<file path="config.mk">
export PLATFORM = sky130hd
export DESIGN_NAME = bitlet_essential_bit_scanner
export DESIGN_NICKNAME = d
export VERILOG_FILES = /design/src/rtl/bitlet_essential_bit_scanner.sv
export SDC_FILE = /design/constraint.sdc
export NUM_CORES = 1
export LEC_CHECK = 0
export ABC_AREA = 1
export ABC_CLOCK_PERIOD_IN_PS = 1950
export CAP_MARGIN = 20
export CORE_UTILIZATION = 35
export CTS_CLUSTER_SIZE = 40
export DETAILED_ROUTE_END_ITERATION = 10
export GPL_TIMING_DRIVEN = 0
export PLACE_DENSITY = 0.55
export SYNTH_ARGS = -nofsm -noshare
export SYNTH_HDL_FRONTEND = slang
export SYNTH_SLANG_ARGS = --single-unit
</file>
<file path="constraint.sdc">
create_clock -name CLK -period 1.95 [get_ports CLK]
set_clock_uncertainty 0.05 [all_clocks]
set_input_delay 0.39 -clock CLK [delete_from_list [all_inputs] [get_ports CLK]]
set_output_delay 0.39 -clock CLK [all_outputs]
set_load 0.01 [all_outputs]
</file>
<file path="src/rtl/bitlet_essential_bit_scanner.sv">
// Bitlet essential-bit scanner: accepts a W-bit word and emits one beat per
// set bit, LSB-first, with index/last/zero/popcount; valid/ready both sides.
module bitlet_essential_bit_scanner #(
  parameter  int W  = 16,
  localparam int IW = $clog2(W)
) (
  input  logic          CLK,
  input  logic          RST_N,
  input  logic          IN_VLD,
  output logic          IN_RDY,
  input  logic [W-1:0]  IN_DATA,
  output logic          OUT_VLD,
  input  logic          OUT_RDY,
  output logic [IW-1:0] OUT_IDX,
  output logic          OUT_LAST,
  output logic          OUT_ZERO,
  output logic [IW:0]   OUT_NUM
);

  typedef enum logic {
    IDLE = 1'b0,
    SCAN = 1'b1
  } state_t;

  state_t        state_q, state_d;
  logic [W-1:0]  mask_q, mask_d;
  logic [IW:0]   num_q, num_d;
  logic          zero_q, zero_d;

  logic [IW:0]   pop;
  logic [IW-1:0] low_idx;
  logic          at_most_one;
  logic          in_xfer;
  logic          out_xfer;

  always_comb begin
    pop = '0;
    for (int i = 0; i < W; i++) begin
      pop = pop + (IW+1)'(IN_DATA[i]);
    end
  end

  // Scan downward so the lowest set bit wins.
  always_comb begin
    low_idx = '0;
    for (int i = W-1; i >= 0; i--) begin
      if (mask_q[i]) low_idx = IW'(i);
    end
  end

  // x & (x-1) clears the lowest set bit; zero result => at most one bit.
  assign at_most_one = (mask_q & (mask_q - W'(1))) == '0;

  assign OUT_VLD  = (state_q == SCAN);
  assign OUT_IDX  = low_idx;
  assign OUT_LAST = at_most_one;
  assign OUT_ZERO = zero_q;
  assign OUT_NUM  = num_q;

  assign out_xfer = OUT_VLD && OUT_RDY;
  assign IN_RDY   = (state_q == IDLE) || (out_xfer && OUT_LAST);
  assign in_xfer  = IN_VLD && IN_RDY;

  always_comb begin
    state_d = state_q;
    mask_d  = mask_q;
    num_d   = num_q;
    zero_d  = zero_q;
    if (in_xfer) begin
      mask_d  = IN_DATA;
      num_d   = pop;
      zero_d  = (IN_DATA == '0);
      state_d = SCAN;
    end else if (out_xfer) begin
      if (OUT_LAST) begin
        mask_d  = '0;
        state_d = IDLE;
      end else begin
        mask_d  = mask_q & (mask_q - W'(1));
      end
    end
  end

  always_ff @(posedge CLK or negedge RST_N) begin
    if (!RST_N) begin
      state_q <= IDLE;
      mask_q  <= '0;
      num_q   <= '0;
      zero_q  <= 1'b0;
    end else begin
      state_q <= state_d;
      mask_q  <= mask_d;
      num_q   <= num_d;
      zero_q  <= zero_d;
    end
  end

endmodule

</file>
==> results.json <==
{
  "status": "finished with violations",
  "violations": "setup timing",
  "power_uw": 6320,
  "layout_commonest_cell": "nand2_1",
  "drtPass1Iterations": 4,
  "drc": 0,
  "n_fill_cell": 534,
  "place.gp.congestion": 0.834,
  "timing.fmax_mhz": 303,
  "regToRegEndpoint": "mask_q[5]",
  "p_seq_share_pct": 14.3,
  "slew_headroom_pct": 62.9,
  "finalHoldViolCount": 0,
  "path_class": "in -> reg",
  "tightest_slew_ps": 555,
  "postPlaceCellArea_sq_um": 2520,
  "syn_to_final_growth_pct": 55.5,
  "postRouteWirelength_um": 6270,
  "grt_max_degree": 14,
  "cts_hold_buf": 0,
  "cts_max_level": 1,
  "cts_tree": "done",
  "rr_worst_depth": 15,
  "p_clk_share_pct": 5.0,
  "ys_seq_area_share_pct": 28.3,
  "die_x_um": 78.2,
  "fin_util_pct": 57.0,
  "min_path_type": "in -> reg",
  "synth-seq-cells": 23,
  "layout.cells.non_filler": 447,
  "track_usage_pct": 21.3,
  "cp_max_fo": 2,
  "clk_latency_ps": 270,
  "power.density_nw_per_um2": 2000,
  "drive_gt1_share_pct": 42.1,
  "leakage_uw": 0.00163,
  "detailed_place_hpwl_um": 4320,
  "period_needed_ps": 3300,
  "design_area_sq_um": 3160,
  "grt_overflow_total": 0,
  "dp_cells": 403,
  "finalMaxSlewViolations": 0,
  "initialDrtViolationCount": 119,
  "die_h_um": 78.2,
  "io_buffers": 32,
  "grt_pass1_wl_um": 10100,
  "clock-sinks": 23,
  "coreArea_sq_um": 5540,
  "r2r-start": "mask_q[0]",
  "vias_per_cell": 4.91,
  "via_count": 2193,
  "n_antenna_cell": 0,
  "clockBufferDepth": 2,
  "crit_required_ps": 2110,
  "critPathCaptureType": "flip-flop",
  "start_kind": "input port",
  "holdWs_ps": 364,
  "std_cell_rows": 27,
  "setup_viol": 27,
  "swShare_pct": 47.0,
  "fin_crit_sh_pct": 169,
  "wire_per_inst_um": 14.0,
  "root_buffer": "clkbuf_8",
  "netlist_area_sq_um": 2030,
  "synthCells": 298,
  "power.internal_uw": 3350,
  "ios": 33,
  "crit_arrival_ps": 3460,
  "syn_area_per_cell_sq_um": 6.82,
  "hold_start": "IN_DATA[7]",
  "worstHoldPathCells": 4,
  "p_comb_share_pct": 80.7,
  "antenna_found_initial": 0,
  "worst_slack_ps": -1350,
  "cts_buffers": 3,
  "rsz0062_at_grt": "true",
  "nets": 412,
  "rrSetupSlack_ps": -380,
  "p_sw_uw": 2970,
  "die_area_sq_um": 6110,
  "clk_pin_slew_ps": 90,
  "cap_viol_max_count": 0,
  "ir_drop_mv": 0.909,
  "ys_warn_count": 0,
  "initial_core_util_pct": 36.7,
  "layout_common_cells": "102 x nand2_1, 30 x inv_1, 25 x buf_4",
  "ant_nets": 0,
  "holdPathEnd": "OUT_ZERO",
  "syn-num-nets": 334,
  "synth_cell_types": 28,
  "grt_pass1_vias": 2165
}
-- how the worst max path moves through the flow --
stage / slack, ps / endpoint / from
CTS: -1440 / OUT_NUM[4] / IN_DATA[11]
floorplan: -1470 / OUT_NUM[4] / IN_DATA[7]
global placement: -2180 / OUT_NUM[4] / IN_DATA[11]
detailed placement: -2170 / OUT_NUM[4] / IN_DATA[11]
global route: -1440 / OUT_NUM[2] / IN_DATA[11]
finish: -1350 / OUT_NUM[2] / IN_DATA[3]
-- critical path, cell delays in order --
cell and delay (ps):
buf_2 130, inv_2 50, fa_1 460, fa_2 550
fa_2 460, fa_1 500, inv_2 40, ha_4 150
fa_2 350, buf_6 130, xnor2_2 120, o21ai_2 120
-- cells by family after synthesis --
family	Yosys count	share of synthesized area (%)
xor gates and xnor gates	2	0.862
AOI/OAI and AO/OA	19	5.79
adders and majority gates	16	13.5
DFF	23	28.3
buffers and inverters	53	10.7
and+or+nand+nor	185	40.8
-- cell type report --
class / count / area (sq um) / share of cell area, %
inverter: 46 / 180 / 5.70
clock buffer: 4 / 45.0 / 1.43
multi-input combinational: 222 / 1540 / 48.6
sequential: 23 / 587 / 18.6
buffer: 7 / 56.3 / 1.78
tap: 72 / 90.1 / 2.85
timing repair buffer: 73 / 667 / 21.1
-- stage by stage --
stage	setup slack [ps]	TNS, ps
6_report	-1350	-10860
5_1_grt	-1440	-15110
4_1_cts	-1440	-9550
3_5_place_dp	-2170	-17450
3_3_place_gp	-2180	-17430
2_1_floorplan	-1470	-6270
-- routing by layer --
layer | global-route usage, % | wire, um | part of all wire [%] | up-vias
met5 | 0 | 0 | 0 | -
met3 | 1.74 | 271 | 4.3 | 11
li1 | - | - | - | 1080
met4 | 7.78 | 125 | 2.0 | 0
met2 | 36.7 | 3170 | 51 | 67
met1 | 27.8 | 2700 | 43 | 1035
-- sequential cells by signal, indices dropped and copies added, names as in the netlist --
register / flops
OUT_NUM: 5
OUT_VLD: 1
OUT_ZERO: 1
mask_q: 16
-- Yosys cell counts (all sizes together) --
cell	count	area (sq um)
nor2	25	126
dfrtp	23	576
o31ai	1	7.51
nor3	1	10.0
fa	10	200
o21ai	11	73.8
nand2	119	469
clkbuf	1	3.75
buf	6	41.3
nand4	14	87.6
nand3	23	115
or2	1	6.26
xnor2	2	17.5
nor4	1	6.26
inv	46	173
ha	6	75.1
a31oi	1	6.26
nand3b	1	7.51
a21oi	6	30.0
-- power by group through the flow --
stage,Clock (uW),Combinational (uW),Sequential [uW]
finish,315,5100,905
global route,339,5590,926
CTS,317,3850,865
detailed placement,0,3290,865
global placement,0,3290,870
floorplan,0,2280,847
-- what timing repair did --
item / 4_1_cts / 5_1_grt
endpoints found under the setup margin: 27 / 29
buffers inserted: 20 / 22
gates cloned: 1 / 0
pin swaps: 19 / 38
gates resized for setup: 91 / 67
Note: power is estimated with default switching activity, not from simulation.
